<file path="config.mk">
export PLATFORM = sky130hd
export DESIGN_NAME = oam_dma_ctrl
export DESIGN_NICKNAME = d
export VERILOG_FILES = /design/src/rtl/oam_dma_ctrl.sv
export SDC_FILE = /design/constraint.sdc
export NUM_CORES = 1
export LEC_CHECK = 0
export CAP_MARGIN = 20
export CORE_MARGIN = 2
export CORE_UTILIZATION = 45
export DETAILED_ROUTE_END_ITERATION = 8
export PLACE_DENSITY = 0.94
export SLEW_MARGIN = 15
export SYNTH_ARGS = -nofsm -noshare
export SYNTH_HDL_FRONTEND = slang
export SYNTH_SLANG_ARGS = --single-unit
</file>
<file path="constraint.sdc">
create_clock -name cpuClk -period 5 [get_ports cpuClk]
set_clock_uncertainty 0.15 [all_clocks]
set_input_delay 1 -clock cpuClk [delete_from_list [all_inputs] [get_ports cpuClk]]
set_output_delay 1 -clock cpuClk [all_outputs]
set_load 0.1 [all_outputs]
</file>
<file path="src/rtl/oam_dma_ctrl.sv">
// rtl/oam_dma_ctrl.sv - OAM DMA sequencer and CPU/DMA bus arbiter
// Build option: OAM_DMA_ODD_ALIGN_EN inserts an ALIGN cycle so every READ lands on cycleParity==0.
module oam_dma_ctrl #(
  parameter logic [15:0] DMA_REG_ADDR  = 16'h4014,
  parameter logic [15:0] OAM_DATA_ADDR = 16'h2004
) (
  input  logic        cpuClk,
  input  logic        reset,
  input  logic [15:0] cpuAddr,
  input  logic [7:0]  cpuDataWr,
  input  logic        cpuWrEn,
  input  logic [7:0]  dataRd,
  output logic [15:0] busAddr,
  output logic [7:0]  busDataWr,
  output logic        busWrEn,
  output logic        cpuHalt,
  output logic        dmaActive
);

  typedef enum logic [2:0] {IDLE, HALT, ALIGN, READ, WRITE} state_t;

`ifdef OAM_DMA_ODD_ALIGN_EN
  localparam logic ALIGN_EN = 1'b1;
`else
  localparam logic ALIGN_EN = 1'b0;
`endif

  state_t      state;
  state_t      state_next;
  logic [7:0]  page;
  logic [7:0]  count;
  logic [7:0]  byte_latch;
  logic        cycle_parity;
  logic        trigger;

  assign trigger = (state == IDLE) && cpuWrEn && (cpuAddr == DMA_REG_ADDR);

  always_ff @(posedge cpuClk or negedge reset) begin
    if (!reset) begin
      state        <= IDLE;
      page         <= 8'h00;
      count        <= 8'h00;
      byte_latch   <= 8'h00;
      cycle_parity <= 1'b0;
    end else begin
      state        <= state_next;
      cycle_parity <= ~cycle_parity;
      if (trigger) begin
        page  <= cpuDataWr;
        count <= 8'h00;
      end
      if (state == READ) begin
        byte_latch <= dataRd;
      end
      // 8-bit wrap keeps the source inside the selected page
      if (state == WRITE) begin
        count <= count + 8'd1;
      end
    end
  end

  always_comb begin
    state_next = state;
    busAddr    = cpuAddr;
    busDataWr  = cpuDataWr;
    busWrEn    = cpuWrEn;
    cpuHalt    = 1'b0;
    dmaActive  = 1'b0;
    case (state)
      IDLE: begin
        if (trigger) begin
          state_next = HALT;
        end
      end
      HALT: begin
        cpuHalt    = 1'b1;
        dmaActive  = 1'b1;
        busDataWr  = 8'h00;
        busWrEn    = 1'b0;
        // Odd-aligned build: a READ must fall on parity 0, so burn one cycle if HALT is on 0
        state_next = (ALIGN_EN && !cycle_parity) ? ALIGN : READ;
      end
      ALIGN: begin
        cpuHalt    = 1'b1;
        dmaActive  = 1'b1;
        busDataWr  = 8'h00;
        busWrEn    = 1'b0;
        state_next = READ;
      end
      READ: begin
        cpuHalt    = 1'b1;
        dmaActive  = 1'b1;
        busAddr    = {page, count};
        busDataWr  = 8'h00;
        busWrEn    = 1'b0;
        state_next = WRITE;
      end
      WRITE: begin
        cpuHalt    = 1'b1;
        dmaActive  = 1'b1;
        busAddr    = OAM_DATA_ADDR;
        busDataWr  = byte_latch;
        busWrEn    = 1'b1;
        state_next = (count == 8'hFF) ? IDLE : READ;
      end
      default: begin
        state_next = IDLE;
      end
    endcase
  end

endmodule
</file>
# Yosys cells after proc, flatten, opt, wreduce, memory -nomap -nowiden
# Index checks and enable logic that the tools add are counted.
# classes
add_sub_neg	1
eq_ne	7
muxes	9
n_reduce_logical	7
# op_table
op	count
$pmux W16 S2	1
$eq A16 B15 Y1 const B	1
$mux W8	2
$pmux W8 S2	1
$pmux W3 S4	1
$add A8 B1 Y8 const B	1
$eq A8 B8 Y1 const B	1
$eq A3 B2 Y1 const B	2
$reduce_or A4 Y1	1
$eq A3 B1 Y1 const B	1
$eq A3 B3 Y1 const B	1
$logic_not A3 Y1	1
$mux W3	1
$reduce_or A3 Y1	1
$logic_and A1 B1 Y1	2
$mux W2	1
$ne A2 B2 Y1 const B	1
$pmux W1 S2	1
$reduce_bool A2 Y1	1
$reduce_or A2 Y1	1
$mux W1	1
# totals
regBits	27
input_bits	35
output_inout_bits	27
word_cells	28

# Logic depth before layout (Yosys ltp)
# Gate-level depths: netlist of run 1.
# logic_depth
ltp_word	5
depth_mapped	6
depth_no_buf	4

# Worst setup path before layout of run 1
# No wires, ideal clock.
# synth_path
path_type	reg-to-output
startpoint	register state[0]
endpoint	output port dmaActive
arrival_time_ps	1992
t_required_ps	3850
slack_ps	1858
path_stages_with_launch	5
path_buffers	1
cell_sequence	dfrtp_1 > nor2_1 > xor2_1 > inv_1 > buf_4
# synth_via
elab_chain_cells	3
word_cells_on_any_way	6
cone_classes	eq/ne: 4; mux: 1; reduce/logical: 1
# synth_rtl
item	line_no	source
from (decl)	28	state_t state;
from (signal assigned)	46	state <= state_next;
$eq A3 B2 Y1, or another cell as far along	-	
$reduce_or A4 Y1 (no source line) (*)	-	
$mux W1 (*)	-	
to (decl)	17	output logic dmaActive
# Mark *: on every way between the ends. The rest lies on a longest branch, timed or not.

# Worst setup path after layout of run 1
# layout_path
startpoint	register state[0]
endpoint	output port cpuHalt
# layout_via
elab_chain_cells	3
word_cells_on_any_way	6
cone_classes	eq/ne: 4; mux: 1; reduce/logical: 1
# layout_rtl
item	line_no	source
$eq A3 B2 Y1, or another cell as far along	69	case (state)
$reduce_or A4 Y1 (no source line) (*)	-	
$mux W1 (*)	69	
to (decl)	16	output logic cpuHalt,
# Marked as above.

==> results of run 1 <==
[critical path, stage by stage, from the launching register on]
cell	delay (ns)
sky130_fd_sc_hd__dfrtp_1	0.45
sky130_fd_sc_hd__nor2_1	0.28
sky130_fd_sc_hd__xor2_1	0.14
sky130_fd_sc_hd__inv_1	0.09
sky130_fd_sc_hd__clkdlybuf4s50_1	1.13
[layer usage]
metal	global-route usage [%]	vias to the layer above	wire, um	share of wire (%)
met5	0	-	0	0
li1	-	623	-	-
met3	7.77	11	201	5.2
met4	9.63	0	82	2.1
met1	30.1	664	1560	40
met2	38.6	52	2020	52
[placed cells by master, fill, tap and decap left out, types with 2 or more instances in the layout]
cell type / instances
sky130_fd_sc_hd__mux2_1: 3
sky130_fd_sc_hd__xor2_1: 4
sky130_fd_sc_hd__mux2i_1: 2
sky130_fd_sc_hd__nand4_1: 4
sky130_fd_sc_hd__nor2b_1: 2
sky130_fd_sc_hd__nor2_1: 5
sky130_fd_sc_hd__nor3b_1: 2
sky130_fd_sc_hd__nand2_1: 9
sky130_fd_sc_hd__mux2_2: 13
sky130_fd_sc_hd__buf_4: 29
sky130_fd_sc_hd__o21ai_0: 5
sky130_fd_sc_hd__dfrtp_1: 27
sky130_fd_sc_hd__a22o_1: 22
sky130_fd_sc_hd__nand3_1: 4
sky130_fd_sc_hd__clkdlybuf4s50_1: 36
sky130_fd_sc_hd__clkbuf_4: 3
sky130_fd_sc_hd__nor4_1: 2
sky130_fd_sc_hd__o211ai_1: 2
[sequential cells by signal, indices dropped and copies added (netlist names)]
register	count
state	3
byte_latch	8
count	8
page	8
[logic make-up (layout without fill, tap and decap cells)]
| group | after synthesis | count (layout) | synth area share (%) |
|---|---|---|---|
| AND/OR/NAND/NOR | 38 | 38 | 15.5 |
| adder cells (fa/ha/maj) | 2 | 2 | 1.54 |
| flip-flops | 27 | 27 | 46.1 |
| AO/OA/AOI/OAI | 32 | 32 | 17.5 |
| buffers and inverters | 8 | 70 | 3.33 |
| XOR/XNOR | 4 | 4 | 2.39 |
| multiplexers | 18 | 18 | 13.7 |
[worst min path at each step]
stage | start | end | slack [ns] | depth (start not counted)
2_1_floorplan | page[2] | page[2] | 0.31 | 1
3_3_place_gp | page[2] | page[2] | 0.33 | 1
3_5_place_dp | page[2] | page[2] | 0.33 | 1
4_1_cts | page[2] | page[2] | 0.37 | 1
5_1_grt | page[2] | page[2] | 0.38 | 1
6_report | page[3] | page[3] | 0.36 | 1
[area by class of cell]
class | instances | area (sq um)
clock inverter | 1 | 8.76
timing repair buffer | 65 | 578
inverter | 1 | 3.75
tap | 44 | 55.1
clock buffer | 3 | 22.5
multi-input combinational | 94 | 742
fill | 216 | 992
sequential | 27 | 676
[metrics by stage]
stage          setup WS, ns  util (%)  hold slack [ns]
2_1_floorplan          1.86         -            0.309
6_report               1.41      67.8            0.362
5_1_grt                1.26      67.8            0.376
3_5_place_dp           1.80      66.7            0.332
4_1_cts                1.40      67.8            0.367
3_3_place_gp           1.83      66.7            0.327
==> out/results.md, run 1 <==
| Result | This run |
| --- | --- |
| Outcome | complete, no violations |
| Drt initial violations | 27 |
| Post-detailed-route DRC marker count | 0 |
| Leading register cell type out of synthesis | sky130_fd_sc_hd__dfrtp_1 |
| Share of the synthesized area in the top cell type | 46.1% |
| Final count of pins violating max slew | 0 |
| Placement Rows | 20 |
| Post-place instance area | 2050 sq um |
| Cell Count, Final, Fillers Out | 235 |
| Top cells by area, synth | sky130_fd_sc_hd__dfrtp_1 46%, sky130_fd_sc_hd__a22o_1 13%, sky130_fd_sc_hd__mux2_2 10%, sky130_fd_sc_hd__xor2_1 2.4%, sky130_fd_sc_hd__nand2_1 2.3% |
| Synth cell count leaders | 27 x sky130_fd_sc_hd__dfrtp_1, 22 x sky130_fd_sc_hd__a22o_1, 13 x sky130_fd_sc_hd__mux2_2 |
| Worst reg-to-reg setup slack | 3.02 ns |
| Crit path max fanout | 5 |
| Worst R2R Path Depth | 4 |
| Total of flip-flops plus latches after synthesis | 27 |
| Wire length of the first global-routing pass | 6540 um |
| First-pass iteration count of the detailed router | 4 |
| Detailed-route via count | 1,350 |
| Share of synthesized flip-flops with an asynchronous set or reset | 100% |
| Area enclosed by the die boundary | 3730 sq um |
| Max capacitance violation total | 0 |
| Layout-stage area growth over the synthesis result | 42.2% |
| Total number of nets in the final design | 228 |
| Cell variety after synth | 35 |
| I/O pins | 62 |
| RSZ-0062 raised after global routing | no |
| Count of hold-fix buffers inserted at cts | 0 |
| Max Freq | 278 MHz |
| Type of element launching the critical path | flop |
| Vias in the first global route | 1,375 |
| Buffers from clock root to sink, at most | 2 |
| Reg2Reg Launch Point | state[0] |
| Vias per cell | 5.74 |
| Required time at the endpoint of the critical path | 3.85 ns |
| Endpoint of the worst setup timing path | cpuHalt |
| End of the worst register-to-register path | page[7] |
| Placed cell count | 231 |
| Endpoints failing hold | 0 |
| Worst relative slew slack | 35.6% |
| Number of warnings issued by yosys | 0 |
| Count of flip-flops with a built-in enable after synthesis | 0 |
| Routed wire length per instance | 16.4 um |
| Number of cells produced by synthesis | 129 |
| H-tree levels | 1 |
| Min-Delay Path Class | reg -> reg |
| Clk pin slew, worst setup/hold paths | 0.16 ns |
| Buffer cell driving the clock tree root | sky130_fd_sc_hd__clkbuf_4 |
| Initial antenna violation count | 0 |
| Die width | 61.1 um |
| Top cell type by total area after synthesis | sky130_fd_sc_hd__dfrtp_1 |
| Share of layout cells above drive strength 1 | 26.2% |
| Area of the placeable core | 3080 sq um |
| Post-CTS sizing | 0 |
| Most common cell in the synthesized netlist | sky130_fd_sc_hd__dfrtp_1 |
| Final antenna diode count | 0 |
| Fin crit share | 71.8% |
| Pin count of the biggest net entering global routing | 28 |
| Mean cell area of the mapped netlist | 11.4 sq um |
| Syn nets | 165 |
| Setup TNS Final | 0 ns |
| Post-synthesis instance area | 1470 sq um |
| Clock tree from TritonCTS | built |
| Actual slew at the worst max-slew pin | 0.963 ns |
| Clock net sink count | 27 |
| Final setup vio count | 0 |
| Vert. Die Dim | 61.1 um |
| Final worst path period need | 3.59 ns |
| Post-route cell area | 2090 sq um |
| Final global-route overflow total | 0 |
| Starting Density | 47.6% |
| Arrival time of the worst setup path | 2.44 ns |
| Class of the most critical setup path | reg -> out |
| Number of I/O port buffers | 61 |
| Sequential share of the synthesized area | 46.1% |
| Nature of the critical path endpoint | primary output |
| Post-detailed-placement half-perimeter wirelength | 2970 um |
| Cts bufs inserted | 3 |
| Clk_lat worst skew | 0.34 ns |
| Buffers inserted by post-CTS timing repair | 0 |
| All-layer global routing usage | 24.0% |
| Final RePlAce weighted congestion | 0.823 |
| Launching element of the worst setup path | state[0] |
| Count of nets left with antenna violations after detail routing | 0 |
| Detailed-route wire length | 3870 um |
Power of run 1 is not shown: default switching activity piles up to over one toggle a cycle in this logic, so the estimate is an artifact.
==> run 2, diff against run 1 <==
- CORE_UTILIZATION: 45 -> 42
- PLACE_DENSITY: 0.94 -> 0.89
- clock period: 5 -> 3.7 ns (I/O delays scaled with it)
==> run 2 against run 1 <==
Die area increased by 6.7%; non-clock buffer count unchanged; core utilization decreased by 0.12 points; critical path depth unchanged; routed wire length increased by 10%; cell count increased by 0.85%; flip-flop and latch count unchanged; via count increased by 3.2%; register-to-register slack got worse by 1.4 ns; global-route usage decreased by 0.71 points; critical path type unchanged; highest routed layer unchanged.
==> out/results.md, run 2 (same netlist as run 1, synthesis figures left out) <==
| Result | This run | vs previous |
| --- | --- | --- |
| Die width | 63.1 um | was 61.1 um |
| Final setup vio count | 0 | unchanged |
| Routed wire length per instance | 17.9 um | was 16.4 um |
| Max capacitance violation total | 0 | unchanged |
| Area enclosed by the die boundary | 3980 sq um | was 3730 sq um |
| Detailed-route wire length | 4250 um | was 3870 um |
| Nature of the critical path endpoint | primary output | unchanged |
| Hold slack | 0.357 ns | was 0.362 ns |
| Final antenna diode count | 0 | unchanged |
| Wire length of the first global-routing pass | 7290 um | was 6540 um |
| Cell-by-cell trace of the critical path | nor2_1, xor2_1, a22o_1, buf_4 | was nor2_1, xor2_1, inv_1, clkdlybuf4s50_1 |
| Outcome | complete, no violations | unchanged |
| Buffer cell driving the clock tree root | sky130_fd_sc_hd__clkbuf_4 | unchanged |
| Area of the placeable core | 3340 sq um | was 3080 sq um |
| Drt initial violations | 43 | was 27 |
| I/O pins | 62 | unchanged |
| Layout-stage area growth over the synthesis result | 53.9% | was 42.2% |
| Crit path max fanout | 9 | was 5 |
| Final worst path period need | 3.21 ns |  |
| Post-detailed-route DRC marker count | 0 | unchanged |
| Clock tree from TritonCTS | built | unchanged |
| Cts bufs inserted | 3 | unchanged |
| Total number of nets in the final design | 228 | unchanged |
| Min-Delay Path Class | reg -> reg | unchanged |
| Delay of the slowest cell on the worst path | 0.66 ns | was 1.13 ns |
| Worst-path cell with the longest stage delay | sky130_fd_sc_hd__xor2_1 | was sky130_fd_sc_hd__clkdlybuf4s50_1 |
| Post-detailed-placement half-perimeter wirelength | 3280 um | was 2970 um |
| Post-CTS sizing | 0 | unchanged |
| Detailed-route via count | 1,393 | was 1,350 |
| Setup TNS Final | 0 ns | unchanged |
| Buffers inserted by post-CTS timing repair | 0 | unchanged |
| Final global-route overflow total | 0 | unchanged |
| Largest regs | byte_latch: 8 flops, count: 8 flops, page: 8 flops | unchanged |
| Vias in the first global route | 1,492 | was 1,375 |
| Fin crit share | 86.9% |  |
| Initial antenna violation count | 0 | unchanged |
| Required time at the endpoint of the critical path | 2.81 ns | was 3.85 ns |
| Number of I/O port buffers | 61 | unchanged |
| All-layer global routing usage | 23.3% | was 24.0% |
| Final count of pins violating max slew | 0 | unchanged |
| Count of nets left with antenna violations after detail routing | 0 | unchanged |
| Reg2Reg Launch Point | state[0] | unchanged |
| Share of layout cells above drive strength 1 | 27.2% | was 26.2% |
| Vert. Die Dim | 63.1 um | was 61.1 um |
| Actual slew at the worst max-slew pin | 0.762 ns | was 0.963 ns |
| Max Freq | 311 MHz |  |
| Placement Rows | 21 | was 20 |
| Clk pin slew, worst setup/hold paths | 0.17 ns | was 0.16 ns |
| RSZ-0062 raised after global routing | no | unchanged |
| Commonest cells after routing, fill and taps aside | 34 x sky130_fd_sc_hd__clkdlybuf4s50_1, 27 x sky130_fd_sc_hd__dfrtp_1, 22 x sky130_fd_sc_hd__a22o_1, 17 x sky130_fd_sc_hd__buf_4, 14 x sky130_fd_sc_hd__buf_12 | was 36 x sky130_fd_sc_hd__clkdlybuf4s50_1, 29 x sky130_fd_sc_hd__buf_4, 27 x sky130_fd_sc_hd__dfrtp_1, 22 x sky130_fd_sc_hd__a22o_1, 13 x sky130_fd_sc_hd__mux2_2 |
| Most frequent standard cell in the layout excluding fill and tap cells | sky130_fd_sc_hd__clkdlybuf4s50_1 | unchanged |
| Class of the most critical setup path | reg -> out | unchanged |
| Buffers from clock root to sink, at most | 2 | unchanged |
| H-tree levels | 1 | unchanged |
| Clock net sink count | 27 | unchanged |
| First-pass iteration count of the detailed router | 4 | unchanged |
| Count of hold-fix buffers inserted at cts | 0 | unchanged |
| Starting Density | 43.9% | was 47.6% |
| Arrival time of the worst setup path | 2.32 ns | was 2.44 ns |
| Type of element launching the critical path | flop | unchanged |
| Vias per cell | 5.88 | was 5.74 |
| Worst hold start | page[2] | was page[3] |
| Endpoints failing hold | 0 | unchanged |
| Final RePlAce weighted congestion | 0.878 | was 0.823 |
| Worst relative slew slack | 49.0% | was 35.6% |
| Clk_lat worst skew | 0.33 ns | was 0.34 ns |
| Launching element of the worst setup path | state[0] | unchanged |
| Pin count of the biggest net entering global routing | 28 | unchanged |
run 2: worst paths after layout:
check	cells after the start	to	slack [ns]
hold reg to reg	1	page[2]	0.36
hold / removal	1	page[2]	0.36
max in group asynchronous	2	count[0]	2.52
min in group asynchronous	2	count[7]	0.61
setup reg to reg	4	page[6]	1.61
setup / recovery	4	busDataWr[0]	0.49
run 2: worst max-delay path, delay by kind of cell (launching register included):
family	cells	cell delay, ns
XOR/XNOR	1	0.66
flip-flops	1	0.45
AND/OR/NAND/NOR	1	0.37
buffers and inverters	1	0.29
AO/OA/AOI/OAI	1	0.24
run 2: layer usage:
metal / track usage [%] / share of wire [%]
met5: 0 / 0
met4: 7.50 / 1.2
met3: 5.54 / 9.6
met2: 38.7 / 50
met1: 30.0 / 39
run 2: stage by stage:
stage / setup slack [ns] / instances / utilization (%) / area [sq um]
finish: 0.485 / 237 / 67.6 / 2260
global route: 0.367 / 237 / 67.6 / 2260
CTS: 0.503 / 237 / 67.6 / 2260
detailed placement: 0.887 / 233 / 66.7 / 2230
global placement: 0.962 / 233 / 66.7 / 2230
floorplan: 0.818 / 129 / - / 1470
run 2: final cells by class:
type	count	area [sq um]
Fill cell	216	1080
Timing Repair Buffer	65	748
Multi-Input combinational cell	94	742
Sequential cell	27	676
Tap cell	46	57.6
Clock buffer	3	22.5
Clock inverter	1	7.51
Inverter	1	3.75
Power of run 2 is left out for the same reason.
==> run 3, diff against run 2 <==
- CAP_MARGIN: 20 -> unset
- CORE_UTILIZATION: 42 -> 26
- PLACE_DENSITY: 0.89 -> 0.63
==> run 3 against run 2 <==
Cell count increased by 11%; routed wire length decreased by 0.35%; maximum frequency increased by 8.3%; register-to-register slack improved by 0.05 ns; global-route usage decreased by 9.3 points; non-clock buffer count increased by 1; highest routed layer unchanged; largest cell class unchanged; die area increased by 57%; core utilization decreased by 25 points; sequential share of layout area decreased by 0.73 points.
==> out/results.md, run 3 (same netlist as run 1, synthesis figures left out) <==
| Result | This run | vs previous |
| --- | --- | --- |
| Nature of the critical path endpoint | primary output | unchanged |
| Final antenna diode count | 0 | unchanged |
| Actual slew at the worst max-slew pin | 0.607 ns | was 0.762 ns |
| Post-route cell area | 2310 sq um | was 2260 sq um |
| Detailed-route wire length | 4240 um | was 4250 um |
| Routed wire length per instance | 16.0 um | was 17.9 um |
| Final setup vio count | 0 | unchanged |
| Buffers from clock root to sink, at most | 2 | unchanged |
| Layout-stage area growth over the synthesis result | 57.8% | was 53.9% |
| Vias in the first global route | 1,276 | was 1,492 |
| Clock tree from TritonCTS | built | unchanged |
| Clock net sink count | 27 | unchanged |
| Final count of pins violating max slew | 0 | unchanged |
| Largest regs | byte_latch: 8 flops, count: 8 flops, page: 8 flops | unchanged |
| Number of I/O port buffers | 61 | unchanged |
| Pin count of the biggest net entering global routing | 28 | unchanged |
| Post-detailed-placement half-perimeter wirelength | 3190 um | was 3280 um |
| Endpoints failing hold | 0 | unchanged |
| Outcome | complete, no violations | unchanged |
| Worst R2R Path Depth | 4 | unchanged |
| Buffers inserted by post-CTS timing repair | 0 | unchanged |
| Final worst path period need | 2.97 ns | was 3.21 ns |
| First-pass iteration count of the detailed router | 6 | was 4 |
| Launching element of the worst setup path | state[2] | was state[0] |
| End of the worst register-to-register path | page[1] | was page[6] |
| Worst-path cell with the longest stage delay | sky130_fd_sc_hd__nor2_2 | was sky130_fd_sc_hd__xor2_1 |
| Class of the most critical setup path | reg -> out | unchanged |
| Total number of nets in the final design | 229 | was 228 |
| Area enclosed by the die boundary | 6260 sq um | was 3980 sq um |
| Placement Rows | 27 | was 21 |
| Wire length of the first global-routing pass | 6760 um | was 7290 um |
| Post-CTS sizing | 0 | unchanged |
| Cell-by-cell trace of the critical path | nor2_2, buf_4, a22o_1, buf_12 | was nor2_1, xor2_1, a22o_1, buf_4 |
| Vert. Die Dim | 79.1 um | was 63.1 um |
| Die width | 79.1 um | was 63.1 um |
| Post-detailed-route DRC marker count | 0 | unchanged |
| Initial antenna violation count | 0 | unchanged |
| Type of element launching the critical path | flop | unchanged |
| Clk pin slew, worst setup/hold paths | 0.10 ns | was 0.17 ns |
| Fill cells | 539 | was 216 |
| Worst relative slew slack | 59.5% | was 49.0% |
| Most frequent standard cell in the layout excluding fill and tap cells | sky130_fd_sc_hd__clkdlybuf4s50_1 | unchanged |
| Reg2Reg Launch Point | state[0] | unchanged |
| Crit path max fanout | 15 | was 9 |
| RSZ-0062 raised after global routing | no | unchanged |
| Clk_lat worst skew | 0.27 ns | was 0.33 ns |
| Worst reg-to-reg setup slack | 1.66 ns | was 1.61 ns |
| Delay of the slowest cell on the worst path | 0.54 ns | was 0.66 ns |
| Required time at the endpoint of the critical path | 2.81 ns | about the same |
| Cts bufs inserted | 3 | unchanged |
| Max capacitance violation total | 0 | unchanged |
| Max Freq | 337 MHz | was 311 MHz |
| Drt initial violations | 39 | was 43 |
| Fin crit share | 80.2% | was 86.9% |
| Arrival time of the worst setup path | 2.08 ns | was 2.32 ns |
| Area of the placeable core | 5470 sq um | was 3340 sq um |
| Count of hold-fix buffers inserted at cts | 0 | unchanged |
| Min-Delay Path Class | reg -> reg | unchanged |
| Number of instances on the worst hold path | 1 | unchanged |
| Commonest cells after routing, fill and taps aside | 34 x sky130_fd_sc_hd__clkdlybuf4s50_1, 27 x sky130_fd_sc_hd__dfrtp_1, 22 x sky130_fd_sc_hd__a22o_1, 18 x sky130_fd_sc_hd__buf_4, 14 x sky130_fd_sc_hd__buf_12 | was 34 x sky130_fd_sc_hd__clkdlybuf4s50_1, 27 x sky130_fd_sc_hd__dfrtp_1, 22 x sky130_fd_sc_hd__a22o_1, 17 x sky130_fd_sc_hd__buf_4, 14 x sky130_fd_sc_hd__buf_12 |
| Starting Density | 26.8% | was 43.9% |
| Setup TNS Final | 0 ns | unchanged |
| Detailed-route via count | 1,281 | was 1,393 |
| Post-place instance area | 2270 sq um | was 2230 sq um |
| Buffer cell driving the clock tree root | sky130_fd_sc_hd__clkbuf_8 | was sky130_fd_sc_hd__clkbuf_4 |
| H-tree levels | 1 | unchanged |
| Endpoint of the worst setup timing path | busAddr[8] | was busDataWr[0] |
| I/O pins | 62 | unchanged |
| All-layer global routing usage | 14.0% | was 23.3% |
| Share of layout cells above drive strength 1 | 27.6% | was 27.2% |
| Count of nets left with antenna violations after detail routing | 0 | unchanged |
| Final global-route overflow total | 0 | unchanged |
| Vias per cell | 4.85 | was 5.88 |
| Final RePlAce weighted congestion | 0.794 | was 0.878 |
-- run 3: worst min path at each step --
stage,from,end
finish,page[2],page[2]
global route,page[2],page[2]
CTS,page[2],page[2]
detailed placement,page[2],page[2]
global placement,page[4],page[4]
floorplan,reset,byte_latch[0]
-- run 3: per-stage QoR --
step	worst slack [ns]	std cells	utilization, %	hold WS [ns]
floorplan	0.818	129	-	0.294
global placement	0.890	260	41.4	0.320
detailed placement	0.871	260	41.4	0.326
CTS	0.706	264	42.3	0.350
global route	0.626	264	42.3	0.363
finish	0.731	264	42.3	0.346
-- run 3: cell type report --
| type | count | area (sq um) | area share (%) |
|---|---|---|---|
| inverters | 1 | 3.75 | 0.162 |
| multi-input cells | 94 | 742 | 32.1 |
| well taps | 72 | 90.1 | 3.89 |
| flip-flops and latches | 27 | 676 | 29.2 |
| clock inverters | 1 | 5.00 | 0.216 |
| repair buffers | 66 | 756 | 32.7 |
| clock buffers | 3 | 41.3 | 1.78 |
-- run 3: routing by layer --
layer,vias up,track usage [%],share of wire (%)
met5,-,0,0
met4,0,3.62,0.68
met3,2,2.39,4.4
met2,27,24.6,51
met1,629,17.8,44
li1,623,-,-
-- run 3: worst max-delay path, delay by kind of cell, from the launching register on --
family          cells  cell delay, ns
flops               1            0.50
compound gates      1            0.24
buf+inv             2            0.52
simple gates        1            0.54
Power of run 3 is left out for the same reason.
